## src/rtl/du_load_run_ctrl.sv

```systemverilog
// Debug-unit sequencer: loads a program from UART into instruction memory, runs the
// pipeline continuously or step-by-step, and dumps PC, cycle count, registers and data memory.
module du_load_run_ctrl #(
    parameter int          NB_DATA     = 32,
    parameter int          ADDRWIDTH   = 7,
    parameter int          N_REGISTER  = 32,
    parameter int          N_MEM_WORDS = 32,
    parameter logic [7:0]  MODE_STEP   = 8'h0F,
    parameter logic [7:0]  MODE_CONT   = 8'hF0
) (
    input  logic                 clock_i,
    input  logic                 reset_i,
    input  logic [7:0]           rx_data_i,
    input  logic                 rx_valid_i,
    output logic [7:0]           tx_data_o,
    output logic                 tx_start_o,
    input  logic                 tx_done_i,
    output logic                 imem_wr_en_o,
    output logic [ADDRWIDTH-1:0] imem_addr_o,
    output logic [NB_DATA-1:0]   imem_data_o,
    output logic                 clock_proc_o,
    input  logic                 halt_i,
    output logic [4:0]           reg_addr_o,
    input  logic [NB_DATA-1:0]   reg_data_i,
    output logic [ADDRWIDTH-1:0] mem_addr_o,
    input  logic [NB_DATA-1:0]   mem_data_i,
    input  logic [NB_DATA-1:0]   pc_i,
    output logic                 ack_debug_o,
    output logic                 end_send_data_o
);

    localparam logic [2:0] S_IDLE = 3'd0;
    localparam logic [2:0] S_RX   = 3'd1;
    localparam logic [2:0] S_WAIT = 3'd2;
    localparam logic [2:0] S_RUN  = 3'd3;
    localparam logic [2:0] S_STEP = 3'd4;
    localparam logic [2:0] S_DUMP = 3'd5;
    localparam logic [2:0] S_DONE = 3'd6;

    localparam logic [1:0] D_ADDR  = 2'd0;
    localparam logic [1:0] D_LATCH = 2'd1;
    localparam logic [1:0] D_SEND  = 2'd2;
    localparam logic [1:0] D_WAIT  = 2'd3;

    // Dump items: 0 = PC, 1 = cycle count, then registers, then memory words.
    localparam logic [7:0] REG_FIRST = 8'd2;
    localparam logic [7:0] MEM_FIRST = 8'(2 + N_REGISTER);
    localparam logic [7:0] LAST_ITEM = 8'(2 + N_REGISTER + N_MEM_WORDS - 1);

    logic [2:0]           state_q, state_d;
    logic [1:0]           dphase_q, dphase_d;
    logic [7:0]           n_q, n_d;
    logic [7:0]           inst_cnt_q, inst_cnt_d;
    logic [1:0]           byte_idx_q, byte_idx_d;
    logic [7:0]           cycle_cnt_q, cycle_cnt_d;
    logic [7:0]           item_q, item_d;
    logic [NB_DATA-1:0]   word_q, word_d;
    logic [NB_DATA-1:0]   shift_q, shift_d;
    logic                 wr_en_q, wr_en_d;
    logic [ADDRWIDTH-1:0] imem_addr_q, imem_addr_d;
    logic [NB_DATA-1:0]   imem_data_q, imem_data_d;
    logic                 clk_en_q, clk_en_d;
    logic                 final_q, final_d;

    logic                 in_regs, in_mem;
    logic [7:0]           reg_idx, mem_idx;
    logic [1:0]           last_byte;
    logic [NB_DATA-1:0]   load_word;

    assign in_regs   = (item_q >= REG_FIRST) && (item_q < MEM_FIRST);
    assign in_mem    = (item_q >= MEM_FIRST);
    assign reg_idx   = item_q - REG_FIRST;
    assign mem_idx   = item_q - MEM_FIRST;
    assign last_byte = (item_q == 8'd1) ? 2'd0 : 2'd3;

    always_comb begin
        if (item_q == 8'd0)
            load_word = pc_i;
        else if (item_q == 8'd1)
            load_word = {{(NB_DATA-8){1'b0}}, cycle_cnt_q};
        else if (in_regs)
            load_word = reg_data_i;
        else
            load_word = mem_data_i;
    end

    always_comb begin
        state_d     = state_q;
        dphase_d    = dphase_q;
        n_d         = n_q;
        inst_cnt_d  = inst_cnt_q;
        byte_idx_d  = byte_idx_q;
        cycle_cnt_d = cycle_cnt_q + {7'd0, clk_en_q};
        item_d      = item_q;
        word_d      = word_q;
        shift_d     = shift_q;
        wr_en_d     = 1'b0;
        imem_addr_d = imem_addr_q;
        imem_data_d = imem_data_q;
        clk_en_d    = 1'b0;
        final_d     = final_q;

        case (state_q)
            S_IDLE: begin
                if (rx_valid_i) begin
                    n_d        = rx_data_i;
                    inst_cnt_d = 8'd0;
                    byte_idx_d = 2'd0;
                    state_d    = (rx_data_i == 8'd0) ? S_WAIT : S_RX;
                end
            end
            S_RX: begin
                if (rx_valid_i) begin
                    word_d     = {rx_data_i, word_q[NB_DATA-1:8]};
                    byte_idx_d = byte_idx_q + 2'd1;
                    if (byte_idx_q == 2'd3) begin
                        wr_en_d     = 1'b1;
                        imem_addr_d = inst_cnt_q[ADDRWIDTH-1:0];
                        imem_data_d = word_d;
                        inst_cnt_d  = inst_cnt_q + 8'd1;
                        if (inst_cnt_q == n_q - 8'd1)
                            state_d = S_WAIT;
                    end
                end
            end
            S_WAIT: begin
                if (rx_valid_i && rx_data_i == MODE_CONT) begin
                    state_d  = S_RUN;
                    clk_en_d = !halt_i;
                end else if (rx_valid_i && rx_data_i == MODE_STEP) begin
                    state_d  = S_STEP;
                    clk_en_d = !halt_i;
                end
            end
            S_RUN: begin
                // Enable is registered, so it drops the cycle after halt is observed.
                if (halt_i) begin
                    state_d    = S_DUMP;
                    final_d    = 1'b1;
                    item_d     = 8'd0;
                    byte_idx_d = 2'd0;
                    dphase_d   = D_ADDR;
                end else begin
                    clk_en_d = 1'b1;
                end
            end
            S_STEP: begin
                state_d    = S_DUMP;
                final_d    = halt_i;
                item_d     = 8'd0;
                byte_idx_d = 2'd0;
                dphase_d   = D_ADDR;
            end
            S_DUMP: begin
                case (dphase_q)
                    D_ADDR:  dphase_d = D_LATCH;
                    D_LATCH: begin
                        shift_d  = load_word;
                        dphase_d = D_SEND;
                    end
                    D_SEND:  dphase_d = D_WAIT;
                    default: begin
                        if (tx_done_i) begin
                            if (byte_idx_q == last_byte) begin
                                byte_idx_d = 2'd0;
                                if (item_q == LAST_ITEM) begin
                                    state_d = final_q ? S_DONE : S_WAIT;
                                end else begin
                                    item_d   = item_q + 8'd1;
                                    dphase_d = D_ADDR;
                                end
                            end else begin
                                byte_idx_d = byte_idx_q + 2'd1;
                                shift_d    = shift_q >> 8;
                                dphase_d   = D_SEND;
                            end
                        end
                    end
                endcase
            end
            default: ;
        endcase
    end

    always_ff @(posedge clock_i or posedge reset_i) begin
        if (reset_i) begin
            state_q     <= S_IDLE;
            dphase_q    <= D_ADDR;
            n_q         <= '0;
            inst_cnt_q  <= '0;
            byte_idx_q  <= '0;
            cycle_cnt_q <= '0;
            item_q      <= '0;
            word_q      <= '0;
            shift_q     <= '0;
            wr_en_q     <= 1'b0;
            imem_addr_q <= '0;
            imem_data_q <= '0;
            clk_en_q    <= 1'b0;
            final_q     <= 1'b0;
        end else begin
            state_q     <= state_d;
            dphase_q    <= dphase_d;
            n_q         <= n_d;
            inst_cnt_q  <= inst_cnt_d;
            byte_idx_q  <= byte_idx_d;
            cycle_cnt_q <= cycle_cnt_d;
            item_q      <= item_d;
            word_q      <= word_d;
            shift_q     <= shift_d;
            wr_en_q     <= wr_en_d;
            imem_addr_q <= imem_addr_d;
            imem_data_q <= imem_data_d;
            clk_en_q    <= clk_en_d;
            final_q     <= final_d;
        end
    end

    assign tx_data_o       = shift_q[7:0];
    assign tx_start_o      = (state_q == S_DUMP) && (dphase_q == D_SEND);
    assign imem_wr_en_o    = wr_en_q;
    assign imem_addr_o     = imem_addr_q;
    assign imem_data_o     = imem_data_q;
    assign clock_proc_o    = clk_en_q;
    assign reg_addr_o      = (state_q == S_DUMP && in_regs) ? reg_idx[4:0] : 5'd0;
    assign mem_addr_o      = (state_q == S_DUMP && in_mem) ? mem_idx[ADDRWIDTH-1:0] : '0;
    assign ack_debug_o     = (state_q == S_WAIT);
    assign end_send_data_o = (state_q == S_DONE);

endmodule
```

## config.mk

```make
export PLATFORM = sky130hd
export DESIGN_NAME = du_load_run_ctrl
export DESIGN_NICKNAME = d
export VERILOG_FILES = /design/src/rtl/du_load_run_ctrl.sv
export SDC_FILE = /design/constraint.sdc
export NUM_CORES = 1
export LEC_CHECK = 0
export BUFFER_PORTS_ARGS = -buffer_cell sky130_fd_sc_hd__buf_4
export CORE_MARGIN = 3
export CORE_UTILIZATION = 56
export DETAILED_ROUTE_END_ITERATION = 8
export GPL_TIMING_DRIVEN = 0
export PLACE_DENSITY = 0.79
export SETUP_SLACK_MARGIN = 0.05
export SKIP_CTS_REPAIR_TIMING = 1
export SLEW_MARGIN = 40
export SYNTH_ARGS = -nofsm -noshare
export SYNTH_HDL_FRONTEND = slang
export SYNTH_SLANG_ARGS = --single-unit
export TNS_END_PERCENT = 20
```

## constraint.sdc

```tcl
create_clock -name clock_i -period 5.55 [get_ports clock_i]
set_input_delay 0 -clock clock_i [delete_from_list [all_inputs] [get_ports clock_i]]
set_output_delay 0 -clock clock_i [all_outputs]
set_load 0.05 [all_outputs]
```

-- Word level (Yosys, flattened, before mapping)
Cells that the tools add are included.
- flip-flop bits (word level): 145
- output and inout port bits: 64
- word-level logic and storage cells: 137
- bits of input ports: 109
- mux-type cells: 54
- $add $sub $neg: 7
- reduce and logical (&&, ||, !) cells: 29
- magnitude comparators: 3
- equal/unequal tests: 29
- bitwise operators: 1
- operator list (cell ; count):
    $mux W32 ; 5
    $mux W8 ; 8
    $pmux W32 S2 ; 1
    $mux W3 ; 12
    $pmux W8 S3 ; 1
    $mux W2 ; 11
    $ne A2 B2 Y1 const B ; 10
    $pmux W3 S6 ; 1
    $add A8 B1 Y8 const B ; 2
    $logic_not A8 Y1 ; 2
    $pmux W8 S2 ; 1
    $pmux W2 S3 ; 2
    $reduce_and A4 Y1 ; 3
    $reduce_and A6 Y1 ; 2
    $reduce_and A11 Y1 ; 1
    $pmux W2 S5 ; 1
    $eq A3 B3 Y1 const B ; 3
    $add A8 B1 Y8 ; 1
    $eq A8 B1 Y1 const B ; 1
    $eq A8 B4 Y1 const B ; 1
    $eq A8 B7 Y1 const B ; 1
    $eq A8 B8 Y1 ; 1
    $eq A8 B8 Y1 const B ; 1
    $ge A8 B2 Y1 const B ; 1
    other kinds (32) ; 50

-- Longest topological paths before layout
- depth after elaboration: 7
- mapped depth: 10
- mapped depth without buffers: 8

-- Worst setup path after synthesis
Ideal clock, no wire load.
- kind: flip-flop to flip-flop
- from: register item_q[1]
- to: register shift_q[24]
- data required time: 5424 ps
- slack: 3134 ps
- arrival: 2290 ps
- path buffers: 2
- cell stages (with the launch flop): 10
- library setup time: 126 ps
- period minus slack after synthesis: 2416 ps
- cells stage by stage: dfrtp_1 inv_1 ha_1 or3b_2 o211ai_2 a31oi_1 nand2b_1 buf_2 buf_6 a221o_1
- longest elaborated chain between the ends: 6
- elaborated cells between the ends (all ways): 13
- classes of those cells: 2 x order compare; 3 x eq/ne; 5 x mux; 3 x reduce/logical
- RTL lines (what ; RTL line ; source):
    start: declaration ; 56 ; logic [7:0] item_q, item_d;
    start signal: assignment ; 208 ; item_q <= item_d;
    $ge A8 B2 Y1 or $lt A8 B6 Y1 (tied branches) ; 70 ; assign in_regs = (item_q >= REG_FIRST) && (item_q < MEM_FIRST);
    $logic_and A1 B1 Y1 ; 70 ;
    $mux W32 ; 81 ; else if (in_regs)
    $mux W32 ; 79 ; else if (item_q == 8'd1)
    $mux W32 ; 77 ; if (item_q == 8'd0)
    $pmux W32 S2 ; 155 ; case (dphase_q)
    end signal: assignment ; 210 ; shift_q <= shift_d;
    end: declaration ; 58 ; logic [NB_DATA-1:0] shift_q, shift_d;
Several ways; a longest one is shown, not always the timed one.
A chain may end at the register's enable or synchronous reset.

-- Worst setup path after layout
- from: register item_q[1]
- to: register shift_q[25]
Same word-level chain as after synthesis.

==> results.txt <==
* Commonest cells post-synth: dfrtp_1 (137), mux2_2 (87), nor2_1 (68), nor3_1 (54), nand2_1 (30)
- CTS H-tree lvls: 4
* Via count of the routed design: between 6k and 7k
* Row count: 40
- Mapped Avg Cell Area: between 10 and 15 um2
- Worst Path Class, Setup: reg -> reg
* CTS buffer count: 17
- Buffers placed on the I/O ports in this run total about 170.
- After Yosys synthesis, and, or, nand and nor cells account for between 15 and 20% of the synthesized area.
- Share of post-route cells with drive strength above 1: a little over a third
* Register bit count reported by yosys: around 140
- The number of hold violations in the final report is 2.
- Critical Path AT: around 3.6 ns
- Yosys attributes the largest share of cell area to dfrtp_1 (47%), mux2_2 (14%), nor3_1 (3.7%).
* Clock edge transition at the registers on the reported setup and hold paths: about 0.06 ns
- Entering global routing, the biggest net connects 77 pins.
- In the synthesized netlist, the number of instances is between 600 and 700.
* Synth-to-Final Area Change: 35.0%
- Post-DP HPWL: 14600 um
- The initial utilization of the core area, before any placement, comes to about 59%.
* Number of setup violations in the final report: 0
- Wire length of the first global-routing pass: approximately 32000 um
- Most used flip-flop cell after synthesis: dfrtp_1
* Kind of start point of the critical path: flop
- In this run the remaining antenna-violating nets after routing total 0.
- After layout, the design draws a total of about 0.0046 W.
- Global routing used 27.9% of the available tracks.
- Count of unresolved DRC violations after routing: 0
- Mux share of post-synthesis cell area: 15.7%
- Pwr Density: ~470 nW/um2
- Xor and xnor area share after synthesis: between 3 and 4%
* Post-synthesis compound-gate area fraction: between 10% and 20%
- Worst setup EP type: flop
- First-iteration detailed-routing DRC count: roughly 510
* Maximum buffer depth of the clock tree: 2
- Routed wire per std cell: 19.7 um
- Clock tree from TritonCTS: done
- Clock Skew: 0.00935 ns
* Shortest period the worst path allows: roughly 3.3 ns
* Switching share of total power: 39.2%
- The pre-antenna-repair detailed-routing pass consisted of 5 iterations.
* CP max FO: 10
* Final TNS setup: 0 ns
- Dividing the detail-routed via count by the number of cells gives 6.01.
- Per report_power, the sequential group accounts for between 30% and 40% of the total.
- Post-route clock period utilization: ~60%
- Highest-delay cell along the critical path: dlygate4sd3_1
- The final layout contains around 1.0k nets.
- For the pin with the worst max-slew slack, the measured transition is about 0.76 ns.
- Worst IR drop on VDD: between 0.4 and 0.5 mV
- Post-route worst hold slack: -0.0362 ns
* Unrepaired setup endpoints after global routing: false
- Max-capacitance violation count: 0
* Internal cell power: 0.00277 W
- Maximum clock frequency: around 300 MHz
* Die footprint: about 14000 um2
- Largest family of logic cells by synthesized area: multiplexers
- For this design the top-level I/O count stands at roughly 170.
* Post-Synth Adder-Cell Area: 2.77%
- The worst pin sits at a relative slew slack of 48.8%.
- The number of antenna diodes in the final layout is 0.
* Cell at the root of the clock tree: clkbuf_16
* Required time of the critical path: 5.85 ns
- The share of total power dissipated in combinational logic is 40.1%.
- Leak Pwr: 4.57 nW
* Seq/Total Area, Yosys: ~47%
- The layer flagged by global routing as most heavily used is met2.
- Met1 capacity usage during global routing: between 30 and 40%
- Yosys mapped a number of flops with a built-in enable equal to 0.
- Portion of total power attributed to the clock network: 24.5%
- Syn. warnings: 0
* Switching power total: roughly 0.0018 W
* Library cells used by synthesis: 60
- Met2 track demand over resource: 48.1%
- In this design, the stage delay of the slowest critical-path cell is 0.57 ns.
- X dimension of the die: roughly 120 um
- Number of antenna violations at the first check in global routing: 0
- The layout has 782 filler cells.
* Failing checks: hold timing
- Final-report max-slew violation count: 0
- Via count of the first global-routing pass: approximately 6.4k
* Synthesized cell area: 7230 um2
* Cell type contributing the most total cell area after synthesis: dfrtp_1
- At the end of routability-driven placement, the weighted congestion stood at between 0.9 and 1.
* Total gr overflow: 0
- The most common cell in the synthesized netlist is dfrtp_1.
- In this run the worst hold path is classified as in -> reg.
- Vertical die dimension: ~120 um
- Outcome: complete, but fails checks
- Number of clock sinks: 137
* Post-Syn Nets: approximately 800
- Met3 usage in global routing: between 7 and 8%
- After synthesis, the largest area contributor takes up a little under half of total cell area.
- Traced cell by cell, the critical path runs through inv_1, ha_1, or3b_2, o211ai_2, a31oi_1, nand2b_1, buf_2, buf_6, a221o_1, dlygate4sd3_1.
* Floorplan Core Area: 12300 um2
* Clock network latency to the later pin of the worst-skew pair: ~0.42 ns
- Async set-reset flop share out of synthesis: between 90% and 100%
- Total wirelength of the detailed-routed design: 21300 um
-- critical path: cells and delay by family, from the launching register on --
family,cells,cell delay [ns]
compound gates,3,0.79
fa+ha+maj,1,0.19
buf+inv,4,1.07
flops,1,0.51
simple gates,2,0.66
-- layout make-up --
type                    count  area [um2]  share of cell area (%)
multi-input cells         471        3500                    35.8
flip-flops and latches    137        3430                    35.1
repair buffers            213        1720                    17.6
clock buffers              18         439                    4.50
plain buffers              44         250                    2.56
well taps                 168         210                    2.15
clock inverters            13         145                    1.49
inverters                  18        75.1                   0.769
-- registers in the layout (all words and copies together), names as in the netlist --
| name | cells |
|---|---|
| word_q | 24 |
| state_q | 3 |
| n_q | 8 |
| shift_q | 32 |
| item_q | 8 |
| byte_idx_q | 2 |
| clock_proc_o | 1 |
| imem_addr_o | 7 |
| cycle_cnt_q | 8 |
| inst_cnt_q | 8 |
| dphase_q | 2 |
| imem_data_o | 32 |
| imem_wr_en_o | 1 |
| final_q | 1 |
-- through the flow --
stage	setup slack (ns)	util (%)	cell area, um2	hold WS, ns	cells
2_1_floorplan	1.88	-	7230	0.0668	670
3_3_place_gp	0.556	71.0	8740	0.206	1010
3_5_place_dp	2.83	71.2	8770	0.0522	1011
4_1_cts	2.74	76.0	9360	-0.390	1042
5_1_grt	2.05	79.3	9770	0.0344	1082
6_report	2.22	79.3	9770	-0.0362	1082
-- layout by cell type, fill, tap and decap left out, drive strengths merged, types with 9 or more instances in the layout --
cell type / instances
buf: 198
dfrtp: 137
mux2: 91
nor2: 68
nor3: 57
dlygate4sd3: 40
clkbuf: 37
nand2: 30
a221oi: 24
inv: 21
xnor2: 18
ha: 16
o21ai: 16
nand3: 15
a21oi: 12
mux2i: 11
xor2: 9
-- final timing paths --
check / start / end / slack [ns] / depth (start not counted)
max in group asynchronous: reset_i / shift_q[6] / 4.67 / 4
min in group asynchronous: reset_i / word_q[16] / 0.17 / 3
min: reg_data_i[24] / shift_q[24] / -0.04 / 4
max reg2reg: item_q[1] / shift_q[25] / 2.22 / 10
min reg2reg: cycle_cnt_q[7] / cycle_cnt_q[7] / 0.47 / 1
max: item_q[1] / shift_q[25] / 2.22 / 10
-- power groups by stage --
stage          sequential [W]  combinational, W  clock, W
6_report              0.00161           0.00182   0.00112
5_1_grt               0.00165           0.00197   0.00117
4_1_cts               0.00160           0.00175   0.00112
3_5_place_dp          0.00160           0.00174         0
3_3_place_gp          0.00158           0.00169         0
2_1_floorplan         0.00177           0.00104         0
-- logic make-up (layout without fill, tap and decap cells) --
| family | Yosys count | after routing |
|---|---|---|
| AND/OR/NAND/NOR | 223 | 223 |
| flip-flops | 137 | 137 |
| AO/OA/AOI/OAI | 103 | 103 |
| multiplexers | 102 | 102 |
| buffers and inverters | 62 | 306 |
| XOR/XNOR | 27 | 27 |
| adder cells (fa/ha/maj) | 16 | 16 |
-- layer usage --
metal,up-vias,wire length (um)
li1,2921,-
met1,3203,8030
met2,315,10900
met3,69,1630
met4,0,754
met5,-,0
Power figures use the tool's default switching activity.
